**config.mk**
```make
export PLATFORM = sky130hd
export DESIGN_NAME = code_entry_lock_flat
export DESIGN_NICKNAME = d
export VERILOG_FILES = /design/src/rtl/code_entry_lock_if.sv /design/src/rtl/code_entry_lock.sv /design/src/flat_wrapper.sv
export SDC_FILE = /design/constraint.sdc
export NUM_CORES = 1
export LEC_CHECK = 0
export CAP_MARGIN = 20
export CORE_ASPECT_RATIO = 1.4
export CORE_UTILIZATION = 40
export CTS_CLUSTER_SIZE = 30
export DETAILED_ROUTE_END_ITERATION = 10
export PLACE_DENSITY = 0.78
export SYNTH_ARGS = -nofsm -noshare
export SYNTH_HDL_FRONTEND = slang
export SYNTH_SLANG_ARGS = --single-unit
```
**constraint.sdc**
```tcl
create_clock -name clk -period 3.3 [get_ports clk]
set_input_delay 0.33 -clock clk [delete_from_list [all_inputs] [get_ports clk]]
set_output_delay 0.33 -clock clk [all_outputs]
set_load 0.1 [all_outputs]
```
**src/rtl/code_entry_lock_if.sv**
```systemverilog
// Keypad-side and comparator-side signals of the code-entry lock.
// The master drives keypad strobes; the slave (the lock controller) drives status.
interface code_entry_lock_if #(
    parameter int DIGITS    = 2,
    parameter int MAX_TRIES = 3
);
    localparam int W  = 4 * DIGITS;
    localparam int CW = $clog2(DIGITS + 1);
    localparam int FW = $clog2(MAX_TRIES + 1);

    logic          digit_valid;
    logic [3:0]    digit;
    logic          enter;
    logic          clear;
    logic          is_equal;
    logic [W-1:0]  code_out;
    logic [CW-1:0] digit_cnt;
    logic [FW-1:0] fail_cnt;
    logic          unlock;
    logic          err;
    logic          alarm;
    logic          busy;

    modport master (
        output digit_valid, digit, enter, clear, is_equal,
        input  code_out, digit_cnt, fail_cnt, unlock, err, alarm, busy
    );

    modport slave (
        input  digit_valid, digit, enter, clear, is_equal,
        output code_out, digit_cnt, fail_cnt, unlock, err, alarm, busy
    );
endinterface

```
**src/rtl/code_entry_lock.sv**
```systemverilog
// Keypad code-entry controller: shifts BCD digits into the comparator's A operand,
// then sequences open / fail / lockout from the comparator's is_equal result.
module code_entry_lock #(
    parameter int DIGITS         = 2,
    parameter int MAX_TRIES      = 3,
    parameter int OPEN_CYCLES    = 8,
    parameter int LOCKOUT_CYCLES = 16
) (
    input  logic            clk,
    input  logic            rst,
    code_entry_lock_if.slave bus
);
    localparam int W    = 4 * DIGITS;
    localparam int CW   = $clog2(DIGITS + 1);
    localparam int FW   = $clog2(MAX_TRIES + 1);
    localparam int TMAX = (OPEN_CYCLES > LOCKOUT_CYCLES) ? OPEN_CYCLES : LOCKOUT_CYCLES;
    localparam int TW   = $clog2(TMAX + 1);

    localparam logic [2:0] S_IDLE    = 3'd0;
    localparam logic [2:0] S_ENTRY   = 3'd1;
    localparam logic [2:0] S_CHECK   = 3'd2;
    localparam logic [2:0] S_OPEN    = 3'd3;
    localparam logic [2:0] S_FAIL    = 3'd4;
    localparam logic [2:0] S_LOCKOUT = 3'd5;

    logic [2:0]    state_q, state_d;
    logic [W-1:0]  code_q, code_d;
    logic [CW-1:0] cnt_q, cnt_d;
    logic [FW-1:0] fail_q, fail_d;
    logic [TW-1:0] timer_q, timer_d;
    logic          take_fail;
    logic          digit_ok;

    assign digit_ok = bus.digit_valid && (bus.digit <= 4'd9) && (cnt_q < CW'(DIGITS));

    always_comb begin
        state_d   = state_q;
        code_d    = code_q;
        cnt_d     = cnt_q;
        fail_d    = fail_q;
        timer_d   = timer_q;
        take_fail = 1'b0;
        case (state_q)
            S_IDLE, S_ENTRY: begin
                if (bus.clear) begin
                    code_d  = '0;
                    cnt_d   = '0;
                    state_d = S_IDLE;
                end else if (bus.enter) begin
                    // enter in IDLE is consumed but does nothing
                    if (state_q == S_ENTRY) begin
                        if (cnt_q == CW'(DIGITS)) state_d = S_CHECK;
                        else                      take_fail = 1'b1;
                    end
                end else if (digit_ok) begin
                    code_d  = (code_q << 4) | W'(bus.digit);
                    cnt_d   = cnt_q + CW'(1);
                    state_d = S_ENTRY;
                end
            end
            S_CHECK: begin
                if (bus.is_equal) begin
                    fail_d  = '0;
                    timer_d = TW'(OPEN_CYCLES - 1);
                    state_d = S_OPEN;
                end else begin
                    take_fail = 1'b1;
                end
            end
            S_OPEN: begin
                if (timer_q == '0) begin
                    code_d  = '0;
                    cnt_d   = '0;
                    state_d = S_IDLE;
                end else begin
                    timer_d = timer_q - TW'(1);
                end
            end
            S_FAIL: begin
                code_d  = '0;
                cnt_d   = '0;
                state_d = S_IDLE;
            end
            S_LOCKOUT: begin
                if (timer_q == '0) begin
                    fail_d  = '0;
                    code_d  = '0;
                    cnt_d   = '0;
                    state_d = S_IDLE;
                end else begin
                    timer_d = timer_q - TW'(1);
                end
            end
            default: state_d = S_IDLE;
        endcase

        // Shared failure path for a wrong comparison and an incomplete entry
        if (take_fail) begin
            if (int'(fail_q) + 1 >= MAX_TRIES) begin
                fail_d  = FW'(MAX_TRIES);
                timer_d = TW'(LOCKOUT_CYCLES - 1);
                state_d = S_LOCKOUT;
            end else begin
                fail_d  = fail_q + FW'(1);
                state_d = S_FAIL;
            end
        end
    end

    always_ff @(posedge clk or posedge rst) begin
        if (rst) begin
            state_q <= S_IDLE;
            code_q  <= '0;
            cnt_q   <= '0;
            fail_q  <= '0;
            timer_q <= '0;
        end else begin
            state_q <= state_d;
            code_q  <= code_d;
            cnt_q   <= cnt_d;
            fail_q  <= fail_d;
            timer_q <= timer_d;
        end
    end

    // Status flags decode straight from state so reset clears them without a clock edge
    assign bus.code_out  = code_q;
    assign bus.digit_cnt = cnt_q;
    assign bus.fail_cnt  = fail_q;
    assign bus.unlock    = (state_q == S_OPEN);
    assign bus.err       = (state_q == S_FAIL);
    assign bus.alarm     = (state_q == S_LOCKOUT);
    assign bus.busy      = (state_q == S_CHECK) || (state_q == S_OPEN) ||
                           (state_q == S_FAIL)  || (state_q == S_LOCKOUT);
endmodule

```
**src/flat_wrapper.sv**
```systemverilog
// flat-port wrapper written by rule: the top's interface ports become plain ports
module code_entry_lock_flat 
#(
    parameter int DIGITS         = 2,
    parameter int MAX_TRIES      = 3,
    parameter int OPEN_CYCLES    = 8,
    parameter int LOCKOUT_CYCLES = 16
)
  (clk, rst, bus_digit_valid, bus_digit, bus_enter, bus_clear, bus_is_equal, bus_code_out, bus_digit_cnt, bus_fail_cnt, bus_unlock, bus_err, bus_alarm, bus_busy);
  code_entry_lock_if #(.DIGITS(DIGITS), .MAX_TRIES(MAX_TRIES)) bus_i ();
  input  logic clk;
  input  logic rst;
  input wire logic [$bits(bus_i.digit_valid)-1:0] bus_digit_valid;
  input wire logic [$bits(bus_i.digit)-1:0] bus_digit;
  input wire logic [$bits(bus_i.enter)-1:0] bus_enter;
  input wire logic [$bits(bus_i.clear)-1:0] bus_clear;
  input wire logic [$bits(bus_i.is_equal)-1:0] bus_is_equal;
  output wire logic [$bits(bus_i.code_out)-1:0] bus_code_out;
  output wire logic [$bits(bus_i.digit_cnt)-1:0] bus_digit_cnt;
  output wire logic [$bits(bus_i.fail_cnt)-1:0] bus_fail_cnt;
  output wire logic [$bits(bus_i.unlock)-1:0] bus_unlock;
  output wire logic [$bits(bus_i.err)-1:0] bus_err;
  output wire logic [$bits(bus_i.alarm)-1:0] bus_alarm;
  output wire logic [$bits(bus_i.busy)-1:0] bus_busy;
  assign bus_i.digit_valid = bus_digit_valid;
  assign bus_i.digit = bus_digit;
  assign bus_i.enter = bus_enter;
  assign bus_i.clear = bus_clear;
  assign bus_i.is_equal = bus_is_equal;
  assign bus_code_out = bus_i.code_out;
  assign bus_digit_cnt = bus_i.digit_cnt;
  assign bus_fail_cnt = bus_i.fail_cnt;
  assign bus_unlock = bus_i.unlock;
  assign bus_err = bus_i.err;
  assign bus_alarm = bus_i.alarm;
  assign bus_busy = bus_i.busy;
  code_entry_lock #(.DIGITS(DIGITS), .MAX_TRIES(MAX_TRIES), .OPEN_CYCLES(OPEN_CYCLES), .LOCKOUT_CYCLES(LOCKOUT_CYCLES)) u_core (.clk(clk), .rst(rst), .bus(bus_i));
endmodule
```
Word-level counts from Yosys, hierarchy flattened

Cells that the tools add are included.

Flip-flop bits (word level): 20
Input bits: 10

$add $sub $neg: 4
Order comparisons: 3
Equal/unequal tests: 15
Multiplexer cells: 35
Bitwise logic cells: 1
Reduce and logical (&&, ||, !) cells: 14

Operators by type and width:

| cell                                                                                  | number |
|---|---|
| 32-bit by 3-bit greater-or-equal comparator with 1-bit output (second input constant) | 1 |
| 8-bit 2-to-1 mux                                                                      | 4 |
| 3-bit 2-to-1 mux                                                                      | 8 |
| 8-bit case mux with 3 select lines                                                    | 1 |
| 5-bit 2-to-1 mux                                                                      | 4 |
| 5-bit by 3-bit inequality test with 1-bit output (second input constant)              | 3 |
| 2-bit 2-to-1 mux                                                                      | 7 |
| 5-bit case mux with 2 select lines                                                    | 1 |
| 3-bit case mux with 3 select lines                                                    | 1 |
| 8-bit by 4-bit bitwise OR with 8-bit output                                           | 1 |
| 3-bit by 2-bit == test with 1-bit output (second input constant)                      | 2 |
| 3-bit == test (second input constant)                                                 | 2 |
| 1-bit 2-to-1 mux                                                                      | 6 |
| 3-bit by 1-bit inequality test with 1-bit output (second input constant)              | 2 |
| 3-bit by 2-bit inequality test with 1-bit output (second input constant)              | 2 |
| 2-bit case mux with 3 select lines                                                    | 1 |
| 3-bit nonzero test                                                                    | 2 |
| 5-bit zero test                                                                       | 1 |
| 5-bit AND reduction                                                                   | 1 |
| 5-bit by 1-bit subtractor with 5-bit output (second input constant)                   | 1 |
| 2-bit by 1-bit adder with 2-bit output (second input constant)                        | 2 |
| 4-bit less-or-equal comparator (second input constant)                                | 1 |
| 2-bit case mux with 2 select lines                                                    | 1 |
| 4-bit AND reduction                                                                   | 1 |
| 12 further kinds                                                                      | 16 |

Depth between registers and ports, before layout

Word-level depth: 8
Gate-level depth with buffers: 6

Worst setup path before layout

No wires, ideal clock.

Path type: register -> output
Start: reg u_core.state_q[2]
End: out bus_err
Data arrival time: 2,916 ps
Required time: 2,970 ps
Setup slack: 54 ps
Stages on the path, launching flop included: 3
Cell sequence: dfrtp_1 clkbuf_1 nor3b_1

Cells in the longest elaborated chain, start to end: 1

Ends and longest elaborated chain:

| element                | line                   | source |
|---|---|---|
| start, declared        | code_entry_lock.sv:26  | `logic [2:0] state_q, state_d;` |
| start signal, assigned | code_entry_lock.sv:118 | `state_q <= state_d;` |
| 3-bit == test          | code_entry_lock.sv:131 | `assign bus.err = (state_q == S_FAIL);` |
| end, declared          | flat_wrapper.sv:22     | `output wire logic [$bits(bus_i.err)-1:0] bus_err;` |

Every way passes these cells.

Final worst setup path

Start: reg u_core.cnt_q[1], in the netlist u_core.bus.digit_cnt[1]
End: out bus_digit_cnt[1]

RTL lines:

| element                | line                   | source |
|---|---|---|
| start, declared        | code_entry_lock.sv:28  | `logic [CW-1:0] cnt_q, cnt_d;` |
| start signal, assigned | code_entry_lock.sv:120 | `cnt_q <= cnt_d;` |
| end, declared          | flat_wrapper.sv:19     | `output wire logic [$bits(bus_i.digit_cnt)-1:0] bus_digit_cnt;` |

No word-level cell between the ends.

==> qor.txt <==
FF-to-FF path depth: 6
RSZ-0062 raised after global routing: false
Fin area: 1400 sq um
Startpoint types: register
Simple-gate share of the synthesized area: 0.224
Clk sinks: 20
CTS tree: done
Total CTS buffers: 3
Slowest cell delay on critical path: 1.19 ns
Mapped Cells: 102
ANT nets after route: 0
FF+latch count, synth: 20
PD cells: 701 nW/um^2
XOR/XNOR Fraction of Synth Area: 0.00806
Core ar.: 2590 sq um
Synth warnings: 0
Post-synth top area share: 0.460
Outcome: finished, final reports clean
Design Power: 0.984 mW
HPWL Detailed: 1840 microns
Register Area: 500 sq um
Worst setup EP type: output port
Synth top area cells: dfrtp_1 (46%), a22o_2 (7.4%), nor2b_1 (2.9%)
Post-CTS Setup Inserts: 0
Multiplexer area fraction after synthesis: 0.0207
Critical path fanouts, max: 5
Vias per cell: 5.64
Largest family of logic cells by synthesized area: compound AO/OA/AOI/OAI gates
Final Hold Viols: 0
Die extent in x: 46.1 microns
All-Layer GR Usage: 0.192
Compound-Gate Fraction of Synth Area: 0.231
Drc violations: 0
CP delay by family, top: buffers and inverters
Max-Cap Viols: 0
Place WS: 1.15 ns
Routed WL: 2380 microns
Initial Utilization: 0.420
Depth of the CTS H-tree: 1
Setup ws final: 0.986 ns
Post-cts hold buffer count: 0
First-pass GRT wire length: 4210 microns
Worst-path clk slew: 0.11 ns
Post-cts resize count: 0
Grt total ovfl: 0
Initial antenna violation count: 0
Worst skew pair latency: 0.30 ns
Pin count of the biggest net entering global routing: 21
Worst Path Arrival: 1.98 ns
Post-synthesis adder-cell area fraction: 0.0230
Buffers & Inverters on Critical Path: 1
Cell-by-cell trace of the critical path: clkdlybuf4s50_1
Synth Cell Area: 1090 sq um
Area leader, netlist: dfrtp_1
Setup TNS: 0 ns
Layout cells sized above 1: 0.202
Post-Syn Nets: 114
Max VDD drop: 0.341 mV
Fin crit period: 2.31 ns
Gpl congestion: 0.856
Max transition margin: 0.350
Avg WL per Cell: 14.4 microns
First-pass DRT Iterations: 4
R2R Setup Slk: 1.11 ns
Fill count: 250
Crit Path Class: reg2out
Avg Cell Area, Syn: 10.7 sq um
Worst Path Required: 2.97 ns
Final setup viols: 0
Initial detailed-routing violation count: 22
CTS Root Cell: clkbuf_4
Synth Flop Type: dfrtp_1
PortBufs: 25
Final period utilization: 0.701
Synthesis-to-layout area growth: 29.1%
Leakage: 0.604 nW
Row count: 22
Vias in the first global route: 960
Slowest stage cell on the critical path: clkdlybuf4s50_1
Clk buf depth: 2
Reg2reg end: u_core.bus.digit_cnt[0]
Area of the multi-input gates: 552 sq um
Height of the die: 63.7 microns
Via Count: 930
I/O Pins: 26
FMAX: 432 MHz
Placed Area: 1370 sq um
Fin Hold WS: 0.452 ns
Reg-to-Reg Start: u_core.timer_q[0]
Layout Skew: 0.00199 ns
ANT cells: 0
Seq/Total Area, Yosys: 0.460
Fin. max-slew vios: 0
Post-synth EDFFs: 0
Worst slew pin tran: 0.972 ns
Synth cell types: 41
HP Class: in2async
Fin nets: 142
Die area: 2930 sq um
Asr flop ratio synth: 1.00
## kinds of logic after synthesis
group / after synthesis
compound gates: 30
xor+xnor: 1
fa+ha+maj: 2
buf+inv: 9
flops: 20
mux: 2
simple gates: 38
## layout by cell type (no fill, tap or decap), types with 2 or more instances in the layout
cell and count:
clkdlybuf4s50_1 21, dfrtp_1 20, a22o_2 8, inv_1 6, nand2_1 6, nor2b_1 5, nand3_1 5, buf_4 5
nor3b_1 4, nor2_1 4, a21oi_1 3, nor3_1 3, o21ai_0 3, clkbuf_4 3, o21a_1 2, mux2_2 2
a31oi_1 2, ha_1 2
## state kept, by name, indices dropped and copies added (netlist names)
signal                count
u_core.bus.code_out       8
u_core.timer_q            5
u_core.state_q            3
u_core.bus.digit_cnt      2
u_core.bus.fail_cnt       2
## metal layers
| layer | routed length [microns] | part of all wire | track usage | up-vias |
|---|---|---|---|---|
| met1 | 977 | 0.41 | 0.214 | 453 |
| met3 | 108 | 0.045 | 0.0344 | 7 |
| met4 | 66 | 0.028 | 0.0956 | 0 |
| met2 | 1230 | 0.52 | 0.329 | 25 |
| met5 | 0 | 0 | 0 | - |
| li1 | - | - | - | 445 |
## cells in the mapped netlist, types with 2 or more instances
cell      count
nor2b_1       5
a21oi_1       3
nor3_1        3
nand2_1       6
o21a_1        2
mux2_2        2
inv_1         6
nand3_1       5
a22o_2        8
nor2_1        4
nor3b_1       4
o21ai_0       3
a31oi_1       2
ha_1          2
clkbuf_1      2
dfrtp_1      20
## worst max-delay path by stage
stage / slack (ns) / from / depth (start not counted) / endpoint
4_1_cts: 0.98 / u_core.bus.digit_cnt[1] / 1 / bus_digit_cnt[1]
2_1_floorplan: 0.05 / u_core.state_q[2] / 2 / bus_err
5_1_grt: 0.95 / u_core.bus.digit_cnt[1] / 1 / bus_digit_cnt[1]
6_report: 0.99 / u_core.bus.digit_cnt[1] / 1 / bus_digit_cnt[1]
3_3_place_gp: 1.20 / u_core.timer_q[0] / 6 / u_core.bus.digit_cnt[0]
3_5_place_dp: 1.15 / bus_clear / 5 / u_core.bus.digit_cnt[1]
## final cells by class
| class | count | area share |
|---|---|---|
| repair buffers | 26 | 0.176 |
| clock buffers | 4 | 0.0258 |
| flip-flops and latches | 20 | 0.357 |
| multi-input cells | 73 | 0.393 |
| inverters | 6 | 0.0160 |
| well taps | 36 | 0.0321 |
## per-stage QoR
step                      utilization  cells
after floorplan                     -    102
after global placement          0.529    161
after detailed placement        0.529    161
after CTS                       0.543    165
after global routing            0.543    165
final                           0.543    165
## report_power, final
part           switching (mW)  leakage, nW  internal (mW)
sequential             0.0839        0.252          0.295
combinational           0.327        0.332          0.140
clock                  0.0710       0.0210         0.0673
Note: power is estimated with default switching activity, not from simulation.
==> variant 1, RTL diff (same flow settings) <==
`LOCKOUT_CYCLES` is set to 16 in 2 places; all go to 32.
--- a/src/rtl/code_entry_lock.sv
+++ b/src/rtl/code_entry_lock.sv
@@ -4,7 +4,7 @@
     parameter int DIGITS         = 2,
     parameter int MAX_TRIES      = 3,
     parameter int OPEN_CYCLES    = 8,
-    parameter int LOCKOUT_CYCLES = 16
+    parameter int LOCKOUT_CYCLES = 32
 ) (
     input  logic            clk,
     input  logic            rst,
--- a/src/flat_wrapper.sv
+++ b/src/flat_wrapper.sv
@@ -4,7 +4,7 @@
     parameter int DIGITS         = 2,
     parameter int MAX_TRIES      = 3,
     parameter int OPEN_CYCLES    = 8,
-    parameter int LOCKOUT_CYCLES = 16
+    parameter int LOCKOUT_CYCLES = 32
 )
   (clk, rst, bus_digit_valid, bus_digit, bus_enter, bus_clear, bus_is_equal, bus_code_out, bus_digit_cnt, bus_fail_cnt, bus_unlock, bus_err, bus_alarm, bus_busy);
   code_entry_lock_if #(.DIGITS(DIGITS), .MAX_TRIES(MAX_TRIES)) bus_i ();
Function: same outputs for any inputs over 10 cycles, from zero or initial values and one cycle with rst high; that may be too few to reach the edited logic, so the function may still have changed.
==> variant 1 against the unedited design <==
Utilization fell by 2.4 points; synthesized area rose by 21%; hold slack improved by 0.066 ns; sequential cell count rose by 1; wire length rose by 21%; sequential share of layout area fell by 3.2 points; setup slack improved by 0.022 ns; design area rose by 15%; critical path type is now reg2reg.
Power is left out: the tool's default activity adds up to more than one toggle a clock period on the data nets, which glitch-free logic cannot reach.
==> variant 1: results (changes against the unedited design) <==
==============================================================================
Pin count of the biggest net entering global routing                        22   was 21
GPL Wtd Cong                                                             0.867   was 0.856
Met3 routed wirelength                                                  117 um   was 108 um
Met1 global-route usage                                                  19.4%   was 21.4%
Average cell area after synthesis                                   9.91 sq um   was 10.7 sq um
Met2 capacity usage during global routing                                34.1%   was 32.9%
Length of routed met2 wiring                                           1590 um   was 1230 um
Worst setup skew after layout                                       0.00452 ns   was 0.00199 ns
Pre-CTS setup slack                                                    1.04 ns   was 1.15 ns
Post-DP Area                                                        1580 sq um   was 1370 sq um
Antenna violations before repair                                             0   unchanged
Overall fraction of global-route tracks in use                           18.0%   was 19.2%
Global routing usage on met3                                             2.83%   was 3.44%
Portion of netlist area occupied by mux cells                            8.83%   was 2.07%
Leading post-synthesis cells by cell area                         sky130_fd_sc_hd__dfrtp_1 40%, sky130_fd_sc_hd__mux2i_1 6.8%, sky130_fd_sc_hd__ha_1 4.7%   was sky130_fd_sc_hd__dfrtp_1 46%, sky130_fd_sc_hd__a22o_2 7.4%, sky130_fd_sc_hd__nor2b_1 2.9%
Clock latency reported for the late side of the worst-skew pair        0.26 ns   was 0.30 ns
Via count of the first global-routing pass                               1,104   was 960
Aggregate routed wire length                                           2870 um   was 2380 um
Run status                                                           completed   unchanged
Root buffer cell                                                  sky130_fd_sc_hd__clkbuf_8   was sky130_fd_sc_hd__clkbuf_4
Net count after synthesis                                                  148   was 114
First-pass GRT wire length                                             4930 um   was 4210 um
Area fraction in compound gates after synthesis                          18.1%   was 23.1%
Clock slew at reported path FFs                                        0.07 ns   was 0.11 ns
Adder and majority gate portion of the synthesized area                  4.75%   was 2.30%
HPWL after detailed placement                                          2270 um   was 1840 um
Nets                                                                       174   was 142
DRC marker count from the first detailed-route iteration                    28   was 22
Via density per instance                                                  5.56   was 5.64
Layout cell share with drive strength beyond 1                           13.9%   was 20.2%
XOR/XNOR share of the synthesized area                                  0.665%   was 0.806%
Number of library cell types mapped by synthesis                            47   was 41
First-pass iteration count of the detailed router                            4   unchanged
Wire length per cell                                                   14.6 um   was 14.4 um
Worst EP arrival                                                       2.49 ns   was 1.98 ns
Tightest Pin Transition                                               0.995 ns   was 0.972 ns
==============================================================================
variant 1: changes by cell type in the layout (fill, tap and decap cells not counted), sizes merged, moves of 3 or more:
cell,unedited run,this run
a22o,8,0
ha,2,5
inv,6,16
mux2i,0,9
nand2,6,11
nand3,5,2
nor2b,5,0
nor3,3,7
variant 1: cell type report:
| cell class | count | area (sq um) |
|---|---|---|
| multi-input combinational | 91 | 693 |
| tap | 39 | 48.8 |
| fill | 301 | 1500 |
| sequential | 21 | 526 |
| inverter | 16 | 60.1 |
| clock buffer | 4 | 45.0 |
| timing repair buffer | 26 | 248 |
variant 1: final timing paths:
| check | startpoint | depth (start not counted) | to | slack (ns) |
|---|---|---|---|---|
| min | rst | 2 | u_core.state_q[2] | 0.52 |
| max in group asynchronous | rst | 2 | u_core.timer_q[4] | 2.28 |
| max reg2reg | u_core.state_q[2] | 6 | u_core.state_q[0] | 1.01 |
| min in group clk | u_core.bus.code_out[6] | 2 | u_core.bus.code_out[6] | 0.54 |
| min reg2reg | u_core.bus.code_out[6] | 2 | u_core.bus.code_out[6] | 0.54 |
| max | u_core.state_q[2] | 6 | u_core.state_q[0] | 1.01 |
variant 1: kinds of logic (layout without fill, tap and decap cells):
logic type	count (synthesis)	in the layout
adders and majority gates	5	5
buffers and inverters	21	46
and+or+nand+nor	44	44
xor gates and xnor gates	1	1
muxes	11	11
DFF	21	21
AOI/OAI and AO/OA	30	30
variant 1: worst max-delay path: stages (launching register included):
cell	delay [ns]
sky130_fd_sc_hd__dfrtp_1	0.54
sky130_fd_sc_hd__inv_1	0.20
sky130_fd_sc_hd__ha_1	0.20
sky130_fd_sc_hd__nand2b_1	0.15
sky130_fd_sc_hd__o32a_1	0.42
sky130_fd_sc_hd__nor3b_2	0.46
sky130_fd_sc_hd__o32a_1	0.26
==> variant 2, RTL diff (same settings) <==
Made on the original files. Register the output `bus.alarm`; this adds one clock of latency there.
--- a/src/rtl/code_entry_lock.sv
+++ b/src/rtl/code_entry_lock.sv
@@ -129,7 +129,9 @@
     assign bus.fail_cnt  = fail_q;
     assign bus.unlock    = (state_q == S_OPEN);
     assign bus.err       = (state_q == S_FAIL);
-    assign bus.alarm     = (state_q == S_LOCKOUT);
+    always_ff @(posedge clk) begin
+        bus.alarm <= (state_q == S_LOCKOUT);
+    end
     assign bus.busy      = (state_q == S_CHECK) || (state_q == S_OPEN) ||
                            (state_q == S_FAIL)  || (state_q == S_LOCKOUT);
 endmodule
Check against the original RTL: not equivalent (a bounded check fails within 10 cycles, from zero or initial values and one cycle with rst high).
==> variant 2 against the unedited design <==
Synthesized area up 7.8%; design area up 4.2%; setup slack worse by 0.18 ns; hold slack worse by 0.0032 ns; wire length up 1.3%; die area up 7.5%; critical path type is now reg2reg; synthesized cell count up 22%; sequential cell count up 1; utilization about the same.
Power is left out: the tool's default activity adds up to more than one toggle a clock period on the data nets, which glitch-free logic cannot reach.
==> variant 2: results (changes against the unedited design) <==
=======================================================================
Largest buffer count on any clock path                                2   unchanged
GPL Wtd Cong                                                      0.860   was 0.856
Fraction of registers with async set/reset                        95.2%   was 100%
Placed cells                                                        180   was 161
HPWL after detailed placement                                   1880 um   was 1840 um
Cells after Synth                                                   124   was 102
Uppermost layer routed                                             met4   unchanged
Run status                                                    completed   unchanged
Maximum fanout count along the critical path                         10   was 5
Most used DFF post-synth                                   sky130_fd_sc_hd__dfrtp_1   unchanged
Path class of the lowest-slack min-delay path                  in2async   unchanged
Sequential area share after synthesis                             44.4%   was 46.0%
Net count after synthesis                                           136   was 114
First-pass GRT wire length                                      4040 um   was 4210 um
Antenna violations before repair                                      0   unchanged
Worst EP arrival                                                2.70 ns   was 1.98 ns
Tightest Pin Transition                                        0.991 ns   was 0.972 ns
Pin count of the biggest net entering global routing                 21   unchanged
Number of synthesis warnings                                          0   unchanged
Top cell types by occurrence after synthesis               20 x sky130_fd_sc_hd__dfrtp_1, 16 x sky130_fd_sc_hd__inv_1, 14 x sky130_fd_sc_hd__nand2_1, 9 x sky130_fd_sc_hd__mux2i_1, 7 x sky130_fd_sc_hd__o21ai_0   was 20 x sky130_fd_sc_hd__dfrtp_1, 8 x sky130_fd_sc_hd__a22o_2, 6 x sky130_fd_sc_hd__inv_1, 6 x sky130_fd_sc_hd__nand2_1
Met1 routed wirelength after detailed routing                   1000 um   was 977 um
Length of routed met2 wiring                                    1280 um   was 1230 um
Layout cell share with drive strength beyond 1                    7.43%   was 20.2%
DRC marker count from the first detailed-route iteration             23   was 22
Overall via count from detail_route                                 963   was 930
Nets                                                                161   was 142
Aggregate routed wire length                                    2410 um   was 2380 um
Clock slew at reported path FFs                                 0.11 ns   about the same
RR Startpoint                                              u_core.timer_q[0]   unchanged
Root buffer cell                                           sky130_fd_sc_hd__clkbuf_4   unchanged
Global routing usage on met3                                      2.19%   was 3.44%
Overall fraction of global-route tracks in use                    17.8%   was 19.2%
Leading post-synthesis cells by cell area                  sky130_fd_sc_hd__dfrtp_1 43%, sky130_fd_sc_hd__mux2i_1 7.7%, sky130_fd_sc_hd__inv_1 5.1%   was sky130_fd_sc_hd__dfrtp_1 46%, sky130_fd_sc_hd__a22o_2 7.4%, sky130_fd_sc_hd__nor2b_1 2.9%
Total inserted antenna cells                                          0   unchanged
Via density per instance                                           5.23   was 5.64
Met1 global-route usage                                           21.5%   was 21.4%
Worst setup skew after layout                                0.00632 ns   was 0.00199 ns
Met3 routed wirelength                                            94 um   was 108 um
Via count of the first global-routing pass                          938   was 960
Met2 capacity usage during global routing                         30.7%   was 32.9%
Number of library cell types mapped by synthesis                     43   was 41
=======================================================================
==> variant 2: worst paths after layout <==
kind | to | slack, ns | cells past startpoint
max reg2reg | u_core.bus.digit_cnt[1] | 0.80 | 5
min in group clk | u_core.bus.code_out[7] | 0.53 | 2
min reg2reg | u_core.bus.code_out[7] | 0.53 | 2
max | u_core.bus.digit_cnt[1] | 0.80 | 5
min | u_core.timer_q[0] | 0.45 | 2
max in group asynchronous | u_core.bus.code_out[3] | 2.38 | 2
==> variant 2: cell type report <==
type,instances,area (sq um)
inverters,16,60.1
fillers,272,1230
repair buffers,25,243
multi-input cells,82,568
flip-flops and latches,21,520
well taps,36,45.0
clock buffers,4,26.3
==> variant 2: kinds of logic (layout without fill, tap and decap cells) <==
| family | after synthesis | in the layout | share of synthesized area [%] |
|---|---|---|---|
| xor gates and xnor gates | 1 | 1 | 0.747 |
| muxes | 10 | 10 | 8.96 |
| DFF | 21 | 21 | 44.4 |
| and+or+nand+nor | 41 | 41 | 19.2 |
| adders and majority gates | 2 | 2 | 2.13 |
| buffers and inverters | 21 | 45 | 7.58 |
| AOI/OAI and AO/OA | 28 | 28 | 17.0 |
==> variant 2: critical path, cell delays in order (launching register included) <==
cell                      delay (ns)
sky130_fd_sc_hd__dfrtp_1        0.41
sky130_fd_sc_hd__inv_1          0.08
sky130_fd_sc_hd__ha_1           0.20
sky130_fd_sc_hd__or4b_4         0.53
sky130_fd_sc_hd__o32ai_2        0.83
sky130_fd_sc_hd__mux2_4         0.35
==> variant 2: stage by stage <==
stage               hold slack [ns]  setup slack [ns]  utilization [%]  area [sq um]
floorplan                     0.294             0.169                -          1180
global placement              0.509             0.854             53.2          1440
detailed placement            0.515             0.790             53.2          1440
CTS                           0.473             0.766             54.2          1460
global route                  0.535             0.661             54.2          1460
finish                        0.449             0.801             54.2          1460
